### src/rtl/spram_fifo_pkg.sv
// Shared constants and helpers for the spram-backed stream FIFO controller.
package spram_fifo_pkg;

    localparam int DEF_AWIDTH = 12;
    localparam int DEF_DWIDTH = 9;
    localparam int SKID_DEPTH = 2;

    // Largest occupancy: every RAM word plus a full skid buffer.
    function automatic int max_count(input int awidth);
        return (32'sd1 <<< awidth) + SKID_DEPTH;
    endfunction

endpackage

### src/rtl/spram_fifo_skid.sv
// Two-entry output skid buffer; entry0 is always the oldest word and feeds out_data.
module spram_fifo_skid
    import spram_fifo_pkg::*;
#(
    parameter int DWIDTH = DEF_DWIDTH
) (
    input  logic              clock0,
    input  logic              reset,
    input  logic              push,
    input  logic [DWIDTH-1:0] push_data,
    output logic              out_valid,
    input  logic              out_ready,
    output logic [DWIDTH-1:0] out_data,
    output logic [1:0]        occupancy
);

    logic [DWIDTH-1:0] entry0_r;
    logic [DWIDTH-1:0] entry1_r;
    logic [1:0]        occ_r;
    logic              pop_s;

    // Handshake decode and output view of the oldest entry.
    always_comb begin
        out_valid = (occ_r != 2'd0);
        pop_s     = out_valid & out_ready;
        out_data  = entry0_r;
        occupancy = occ_r;
    end

    // Entry storage and occupancy; push+pop in the same cycle keeps FIFO order.
    always_ff @(posedge clock0) begin
        if (reset) begin
            entry0_r <= {DWIDTH{1'b0}};
            entry1_r <= {DWIDTH{1'b0}};
            occ_r    <= 2'd0;
        end else begin
            case (occ_r)
                2'd0: begin
                    if (push) begin
                        entry0_r <= push_data;
                        occ_r    <= 2'd1;
                    end
                end
                2'd1: begin
                    case ({push, pop_s})
                        2'b11: entry0_r <= push_data;
                        2'b01: occ_r <= 2'd0;
                        2'b10: begin
                            entry1_r <= push_data;
                            occ_r    <= 2'd2;
                        end
                        default: occ_r <= occ_r;
                    endcase
                end
                2'd2: begin
                    case ({push, pop_s})
                        2'b11: begin
                            entry0_r <= entry1_r;
                            entry1_r <= push_data;
                        end
                        2'b01: begin
                            entry0_r <= entry1_r;
                            occ_r    <= 2'd1;
                        end
                        default: occ_r <= occ_r;
                    endcase
                end
                default: occ_r <= 2'd0;
            endcase
        end
    end

endmodule

### src/rtl/spram_fifo_ctrl.sv
// Stream FIFO controller around an external single-port-pair RAM: owns pointers,
// occupancy and read issue, and hides the RAM's one-cycle read latency behind a skid.
module spram_fifo_ctrl
    import spram_fifo_pkg::*;
#(
    parameter int AWIDTH = DEF_AWIDTH,
    parameter int DWIDTH = DEF_DWIDTH,
    parameter int RAM_ID = 0
) (
    input  logic              clock0,
    input  logic              reset,
    input  logic              in_valid,
    output logic              in_ready,
    input  logic [DWIDTH-1:0] in_data,
    output logic              out_valid,
    input  logic              out_ready,
    output logic [DWIDTH-1:0] out_data,
    output logic [AWIDTH+1:0] count,
    output logic              full,
    output logic              empty,
    output logic              ram_wce,
    output logic [AWIDTH-1:0] ram_wa,
    output logic [DWIDTH-1:0] ram_wd,
    output logic              ram_rce,
    output logic [AWIDTH-1:0] ram_ra,
    input  logic [DWIDTH-1:0] ram_rq,
    output logic              ram_id
);

    localparam logic [AWIDTH:0]   RAM_FULL_C  = (AWIDTH+1)'(32'd1 << AWIDTH);
    localparam logic [AWIDTH+1:0] MAX_COUNT_C = (AWIDTH+2)'(max_count(AWIDTH));

    logic [AWIDTH-1:0] wr_ptr_r;
    logic [AWIDTH-1:0] rd_ptr_r;
    logic [AWIDTH:0]   ram_cnt_r;
    logic              inflight_r;
    logic              wr_fire_s;
    logic              rd_issue_s;
    logic              pop_s;
    logic [1:0]        skid_occ_s;
    logic [2:0]        credit_s;
    logic [2:0]        limit_s;

    // Write port and read issue; a pop this cycle frees a skid slot so the
    // stream can run at one word per cycle.
    always_comb begin
        in_ready  = (ram_cnt_r != RAM_FULL_C);
        wr_fire_s = in_valid & in_ready;
        pop_s     = out_valid & out_ready;
        credit_s  = 3'(skid_occ_s) + 3'(inflight_r);
        limit_s   = 3'd2 + 3'(pop_s);
        if ((ram_cnt_r != {(AWIDTH+1){1'b0}}) && (credit_s < limit_s)) begin
            rd_issue_s = 1'b1;
        end else begin
            rd_issue_s = 1'b0;
        end
        ram_wce = wr_fire_s;
        ram_wa  = wr_ptr_r;
        ram_wd  = in_data;
        ram_rce = rd_issue_s;
        ram_ra  = rd_ptr_r;
        ram_id  = 1'(RAM_ID);
    end

    // Occupancy flags cover RAM, the in-flight read and the skid entries.
    always_comb begin
        count = {1'b0, ram_cnt_r} + (AWIDTH+2)'(inflight_r) + (AWIDTH+2)'(skid_occ_s);
        full  = (count == MAX_COUNT_C);
        empty = (count == {(AWIDTH+2){1'b0}});
    end

    // Pointers, RAM word count and the one-cycle read-in-flight marker.
    always_ff @(posedge clock0) begin
        if (reset) begin
            wr_ptr_r   <= {AWIDTH{1'b0}};
            rd_ptr_r   <= {AWIDTH{1'b0}};
            ram_cnt_r  <= {(AWIDTH+1){1'b0}};
            inflight_r <= 1'b0;
        end else begin
            if (wr_fire_s) begin
                wr_ptr_r <= wr_ptr_r + AWIDTH'(1'b1);
            end
            if (rd_issue_s) begin
                rd_ptr_r <= rd_ptr_r + AWIDTH'(1'b1);
            end
            inflight_r <= rd_issue_s;
            case ({wr_fire_s, rd_issue_s})
                2'b10:   ram_cnt_r <= ram_cnt_r + (AWIDTH+1)'(1'b1);
                2'b01:   ram_cnt_r <= ram_cnt_r - (AWIDTH+1)'(1'b1);
                default: ram_cnt_r <= ram_cnt_r;
            endcase
        end
    end

    spram_fifo_skid #(
        .DWIDTH (DWIDTH)
    ) u_skid (
        .clock0    (clock0),
        .reset     (reset),
        .push      (inflight_r),
        .push_data (ram_rq),
        .out_valid (out_valid),
        .out_ready (out_ready),
        .out_data  (out_data),
        .occupancy (skid_occ_s)
    );

endmodule

### config.mk
export PLATFORM = sky130hd
export DESIGN_NAME = spram_fifo_ctrl
export DESIGN_NICKNAME = d
export VERILOG_FILES = /design/src/rtl/spram_fifo_pkg.sv /design/src/rtl/spram_fifo_skid.sv /design/src/rtl/spram_fifo_ctrl.sv
export SDC_FILE = /design/constraint.sdc
export NUM_CORES = 1
export LEC_CHECK = 0
export ABC_AREA = 1
export CAP_MARGIN = 10
export CORE_MARGIN = 2
export CORE_UTILIZATION = 45
export CTS_BUF_LIST = sky130_fd_sc_hd__clkbuf_2
export CTS_CLUSTER_SIZE = 30
export DETAILED_ROUTE_END_ITERATION = 7
export PLACE_DENSITY = 0.8
export SYNTH_ARGS = -nofsm -noshare
export SYNTH_HDL_FRONTEND = slang
export SYNTH_SLANG_ARGS = --single-unit
### constraint.sdc
create_clock -name clock0 -period 8.5 [get_ports clock0]
set_clock_uncertainty 0.15 [all_clocks]
set_input_delay 0.85 -clock clock0 [delete_from_list [all_inputs] [get_ports clock0]]
set_output_delay 0.85 -clock clock0 [all_outputs]
set_load 0.005 [all_outputs]
==> results.yml, run 1 <==
drt:
  drt-pass1-iter-count: 5
  drt_iter0_markers: 199
  routed_via_density: 5.12
  drt-total-wl_um: 10200
  dr_total_vias: 4220
  ant_nets: 0
  post_drt_wl_per_cell_um: 12.4
  drc_errors: 0
clocking:
  holdBufCountCts: 0
  cts-buffers-inserted: 9
  cts_sinks: 58
  insertion_delay_ns: 0.52
  cts.htree.levels: 3
  cts.repair.resized: 0
  clockBufferDepth: 2
  root_buffer: "clkbuf_2"
  clkSlewWorstSetupHoldPaths_ns: 0.19
  post_cts_buffers: 0
  cts_tree: "yes"
synthesis:
  synthArstFlopShare: 0
  ys_ff_latch: 58
  syn_area_um2: 4240
  synth_edf_count: 0
  syn_nets: 702
  seq_area_frac_synth: 0.274
  synth-main-ff-cell: "dfxtp_1"
  ys_types: 39
  synth_cells: 655
  ys.warnings.count: 0
  syn_area_per_cell_um2: 6.47
timing:
  worstMarginPinSlew_ns: 0.652
  rsz0062_at_grt: "false"
  layout_setup_ws_ns: 4.04
  finalCritPeriodShare: 0.524
  slew_headroom: 0.564
  min_period_ns: 4.46
  final_max_slew_viol_count: 0
  report.final.setup_viol: 0
  hold_violations: 0
  tns_ns: 0
  max_freq_mhz: 224
setup_path:
  endpoint_kind: "output port"
  rrSetupSlack_ns: 4.66
  r2r-end: "ram_cnt_r[12]"
  path_cells: "inv_1 > fa_1 > fa_1 > xor2_1 > nand4_1 > nor2_1 > nand3b_1 > nor2_1 > clkdlybuf4s50_1"
  slowest_stage: "clkdlybuf4s50_1"
  setup.worst_path.end: "empty"
  max_stage_delay_ns: 0.51
  crit_start: "ram_cnt_r[0]"
  path_max_fanout: 5
  crit_cells: 9
  timing.rr.start: "u_skid.occupancy[1]"
  reg2reg_depth: 19
  worstPathRequired_ns: 7.50
  start_kind: "flop"
  crit_buf_inv: 2
  critical_path.top_delay_family: "adder cells"
  cp.arrival_ns: 3.46
  crit_type: "reg2out"
outcome:
  status: "completed"
pwr:
  ir_drop_uv: 158
  pwr-share-clk: 0.105
  intPower_w: 0.000740
  power.net_switching_w: 0.000702
  power_leakage_nw: 2.22
  combPwrFrac: 0.599
  power_frac_seq: 0.295
  swShare: 0.487
  p_per_area_nw_per_um2: 291
die:
  ios: 85
  die_h_um: 101
  die_w_um: 101
  core_area_um2: 9200
  start_util: 0.461
  die-area_um2: 10200
  row_count: 35
layout:
  final_cell_mix: "nand2_1 (162), inv_1 (108), clkdlybuf4s50_1 (65)"
  drive_gt1_frac: 0.0842
  areaGrowthSynthToFinish_pct: 17.1
  fill_cells: 887
  finalNetCount: 755
  final_common_cell: "nand2_1"
  antenna-diode-count: 0
place:
  place.gp.congestion: 0.909
  place_ws_ns: 4.30
  port_buffers: 65
  dp_hpwl_um: 7620
flow_run:
  max-cap-violations: 0
global_routing:
  grtUsageTotal: 0.208
  grt_max_degree: 37
  first_global_vias: 3881
  antenna_found_initial: 0
  overflow: 0
  grt_pass1_wl_um: 17300
min_path:
  min_path_type: "reg2reg"
==> synthesized netlist by cell type (all sizes together), types with 2 or more instances <==
cell    number  share of area
nor3        12          0.017
fa           3          0.014
nand2      180           0.17
o21ai       41          0.049
clkbuf       9         0.0080
buf         15          0.030
a21oi       62          0.084
inv        113           0.10
xnor2        5          0.010
ha          22          0.065
nor2        44          0.044
xor2        17          0.035
nand4       18          0.027
or2          2         0.0035
clkinv       2         0.0030
nand3       45          0.053
dfxtp       58           0.27
==> how the worst min path moves through the flow <==
stage	start	to	slack (ns)	cells past startpoint
3_5_place_dp	u_skid.out_data[7]	u_skid.out_data[7]	0.29	2
4_1_cts	u_skid.out_data[7]	u_skid.out_data[7]	0.31	2
2_1_floorplan	u_skid.entry1_r[3]	u_skid.entry1_r[3]	0.27	2
6_report	u_skid.out_data[7]	u_skid.out_data[7]	0.31	2
5_1_grt	u_skid.out_data[7]	u_skid.out_data[7]	0.33	2
3_3_place_gp	u_skid.out_data[7]	u_skid.out_data[7]	0.28	2
==> worst register-to-register path: cells and delay by family, from the launching register on <==
kind,cells,cell delay [ns]
adder cells (fa/ha/maj),3,1.17
AO/OA/AOI/OAI,1,0.19
flip-flops,1,0.50
buffers and inverters,6,0.65
AND/OR/NAND/NOR,9,1.13
==> flip-flops by register name (all words and copies together), names as in the netlist <==
name / cells
u_skid.out_data: 9
ram_cnt_r: 13
u_skid.entry1_r: 9
ram_ra: 12
u_skid.occupancy: 2
inflight_r: 1
ram_wa: 12
==> routing by layer <==
layer / up-vias / GRT usage / routed length, um
li1: 2172 / - / -
met1: 1891 / 0.264 / 4730
met2: 134 / 0.346 / 4650
met3: 23 / 0.0492 / 624
met4: 0 / 0.0717 / 206
met5: - / 0 / 0
==> cells by family after synthesis <==
| logic type | share of synthesized area |
|---|---|
| simple gates | 0.318 |
| buf+inv | 0.141 |
| compound gates | 0.141 |
| flops | 0.274 |
| xor+xnor | 0.0455 |
| fa+ha+maj | 0.0791 |
| other cells | 0.000885 |
==> stage by stage <==
step                power (W)  hold WS, ns  utilization  instances  instance area (um2)
floorplan             0.00101        0.274            -        655                 4240
global placement      0.00126        0.282        0.530        808                 4870
detailed placement    0.00129        0.287        0.530        808                 4870
CTS                   0.00144        0.311        0.540        824                 4960
global route          0.00158        0.327        0.540        824                 4960
finish                0.00144        0.307        0.540        824                 4960
==> power groups by stage <==
| stage | Sequential, W | Clock (W) | Combinational (W) |
|---|---|---|---|
| floorplan | 0.000412 | 0 | 0.000601 |
| global placement | 0.000427 | 0 | 0.000829 |
| detailed placement | 0.000431 | 0 | 0.000855 |
| CTS | 0.000424 | 0.000155 | 0.000861 |
| global route | 0.000437 | 0.000164 | 0.000980 |
| finish | 0.000426 | 0.000152 | 0.000864 |
==> final cells by class <==
type	count	area (um2)	share of cell area
multi-input combinational	458	2480	0.499
inverter	115	437	0.0880
timing repair buffer	66	658	0.133
sequential	58	1160	0.234
clock buffer	9	45.0	0.00907
clock inverter	7	45.0	0.00907
tap	111	139	0.0280
(Power assumes the default switching activity.)
==> run 2: changes to the inputs <==
--- a/config.mk
+++ b/config.mk
@@ -12,7 +12,7 @@
 export CTS_BUF_LIST = sky130_fd_sc_hd__clkbuf_2
 export CTS_CLUSTER_SIZE = 30
 export DETAILED_ROUTE_END_ITERATION = 7
-export PLACE_DENSITY = 0.8
+export PLACE_DENSITY = 0.83
 export SYNTH_ARGS = -nofsm -noshare
 export SYNTH_HDL_FRONTEND = slang
 export SYNTH_SLANG_ARGS = --single-unit
==> constraint.sdc (replaced) <==
create_clock -name clock0 -period 4.1 [get_ports clock0]
set_clock_uncertainty 0.15 [all_clocks]
set_input_delay 0.41 -clock clock0 [delete_from_list [all_inputs] [get_ports clock0]]
set_output_delay 0.41 -clock clock0 [all_outputs]
set_load 0.005 [all_outputs]
==> run 2 against run 1 <==
Net effect:
- clock power increased by 140%
- hold slack worse by 0.00096 ns
- sequential cell count is the same
- sequential power grew 110%
- setup slack worse by 3.7 ns
- final cell count is 0.12% higher
- critical path type unchanged
- wire length fell by 0.70%
- cell area rose by 0.66%
==> results.yml, run 2 (synthesized netlist as in run 1, its figures left out) <==
global_routing:
  grtUsageTotal: 0.204
  grt_max_degree: 37
  first_global_vias: 4009
  antenna_found_initial: 1
  overflow: 0
  grt_pass1_wl_um: 16900
setup_path:
  worstPathRequired_ns: 3.54
  max_stage_delay_ns: 0.51
  path_max_fanout: 5
  timing.rr.start: "u_skid.occupancy[1]"
  rrSetupSlack_ns: 0.44
  endpoint_kind: "output port"
  r2r-end: "ram_cnt_r[8]"
  slowest_stage: "clkdlybuf4s50_1"
  path_cells: "inv_1 > fa_1 > fa_2 > inv_1 > nand3_1 > nand2_1 > nand2_1 > nor2_1 > nand3_1 > nor2_1 > clkdlybuf4s50_1"
  cp.arrival_ns: 3.19
  start_kind: "flop"
  crit_type: "reg2out"
  crit_buf_inv: 3
  reg2reg_depth: 21
  critical_path.top_delay_family: "adder cells"
timing:
  finalCritPeriodShare: 0.916
  worstMarginPinSlew_ns: 0.655
  slew_headroom: 0.562
  tns_ns: 0
  min_period_ns: 3.75
  max_freq_mhz: 266
  hold_violations: 0
  report.final.setup_viol: 0
  rsz0062_at_grt: "false"
  final_max_slew_viol_count: 0
place:
  dp_hpwl_um: 7700
  port_buffers: 65
  place.gp.congestion: 0.892
die:
  start_util: 0.461
  die_h_um: 101
  ios: 85
  row_count: 35
  die_w_um: 101
  core_area_um2: 9200
  die-area_um2: 10200
clocking:
  insertion_delay_ns: 0.52
  clockBufferDepth: 2
  cts_sinks: 58
  post_cts_buffers: 0
  clkSlewWorstSetupHoldPaths_ns: 0.18
  holdBufCountCts: 0
  root_buffer: "clkbuf_2"
  cts_tree: "yes"
  cts-buffers-inserted: 9
  cts.htree.levels: 3
layout:
  final_cell_mix: "nand2_1 (162), inv_1 (108), clkdlybuf4s50_1 (65)"
  drive_gt1_frac: 0.0870
  finalNetCount: 755
  final_common_cell: "nand2_1"
  largest-register: "ram_cnt_r"
  largest_register_ffs: 13
  areaGrowthSynthToFinish_pct: 17.9
drt:
  post_drt_wl_per_cell_um: 12.3
  drt-pass1-iter-count: 5
  drt_iter0_markers: 310
  ant_nets: 0
  dr_total_vias: 4235
  drc_errors: 0
  drt-total-wl_um: 10100
  routed_via_density: 5.13
pwr:
  p_total_w: 0.00304
  power_leakage_nw: 2.23
  p_per_area_nw_per_um2: 608
  ir_drop_uv: 243
min_path:
  hold_start: "u_skid.out_data[7]"
  hold_end: "u_skid.out_data[7]"
  worstHoldPathCells: 2
  min_path_type: "reg2reg"
outcome:
  status: "completed"
flow_run:
  max-cap-violations: 0
==> run 2: cell count changes in the layout (fill, tap and decap cells not counted), sizes merged <==
cell / before / now
bufinv: 0 / 1
diode: 0 / 1
inv: 114 / 113
==> run 2: worst reg2reg max path: stages, from the launching register on <==
cell      delay, ns
dfxtp_1        0.49
inv_1          0.14
ha_1           0.24
inv_2          0.08
nand2_2        0.09
or2_4          0.25
a21oi_4        0.18
nand2_4        0.18
clkinv_4       0.14
ha_2           0.37
inv_1          0.10
fa_1           0.41
inv_1          0.13
nand3_1        0.10
inv_1          0.07
nor2_1         0.03
nor2_1         0.13
nor2_1         0.06
nand2_1        0.07
nand3_1        0.09
nand2_1        0.07
inv_1          0.03
==> run 2: how the worst max path moves through the flow <==
stage	startpoint	depth (start not counted)	to
final	ram_cnt_r[0]	11	empty
after global routing	ram_cnt_r[0]	11	empty
after CTS	ram_cnt_r[0]	9	empty
after detailed placement	out_ready	19	ram_cnt_r[8]
after global placement	out_ready	19	ram_cnt_r[8]
after floorplan	u_skid.occupancy[1]	21	ram_cnt_r[8]
==> run 2: metal layers <==
metal  up-vias  GRT usage  share of wire
met2       129      0.346           0.49
met5         -          0              0
met3        23     0.0437          0.046
li1       2178          -              -
met4         0      0.102          0.021
met1      1905      0.243           0.45
==> run 2: metrics by stage <==
stage / setup slack (ns) / utilization / hold WS (ns) / cells / instance area [um2]
2_1_floorplan: 0.911 / - / 0.274 / 655 / 4240
3_3_place_gp: 0.465 / 0.530 / 0.282 / 808 / 4870
3_5_place_dp: 0.347 / 0.530 / 0.287 / 808 / 4870
4_1_cts: 0.222 / 0.542 / 0.310 / 824 / 4990
5_1_grt: 0.0789 / 0.543 / 0.329 / 825 / 5000
6_report: 0.346 / 0.543 / 0.306 / 825 / 5000
==> run 2: repair_timing <==
item,4_1_cts,5_1_grt
resized for setup,0,2
endpoints found under the hold margin,0,0
endpoints found under the setup margin,0,3
==> run 2: final cells by class <==
cell class | count | area [um2]
Antenna cell | 1 | 2.50
Timing Repair Buffer | 66 | 658
Inverter | 115 | 437
Multi-Input combinational cell | 458 | 2480
Tap cell | 111 | 139
Clock inverter | 7 | 70.1
Sequential cell | 58 | 1160
Fill cell | 836 | 4200
Clock buffer | 9 | 45.0
==> run 2: power breakdown <==
group          switching, W  internal [W]  total [W]  leakage (nW)
registers          0.000156      0.000723   0.000880         0.477
clock network      0.000233      0.000138   0.000371        0.0616
logic               0.00105      0.000742    0.00179          1.69
==> run 3: changes to the inputs <==
--- a/config.mk
+++ b/config.mk
@@ -10,8 +10,8 @@
 export CORE_MARGIN = 2
 export CORE_UTILIZATION = 45
 export CTS_BUF_LIST = sky130_fd_sc_hd__clkbuf_2
-export CTS_CLUSTER_SIZE = 30
 export DETAILED_ROUTE_END_ITERATION = 7
+export GPL_TIMING_DRIVEN = 1
 export PLACE_DENSITY = 0.83
 export SYNTH_ARGS = -nofsm -noshare
 export SYNTH_HDL_FRONTEND = slang
==> results of run 3 <==
No change in the layout: final DEF, timing and power equal those of run 2.
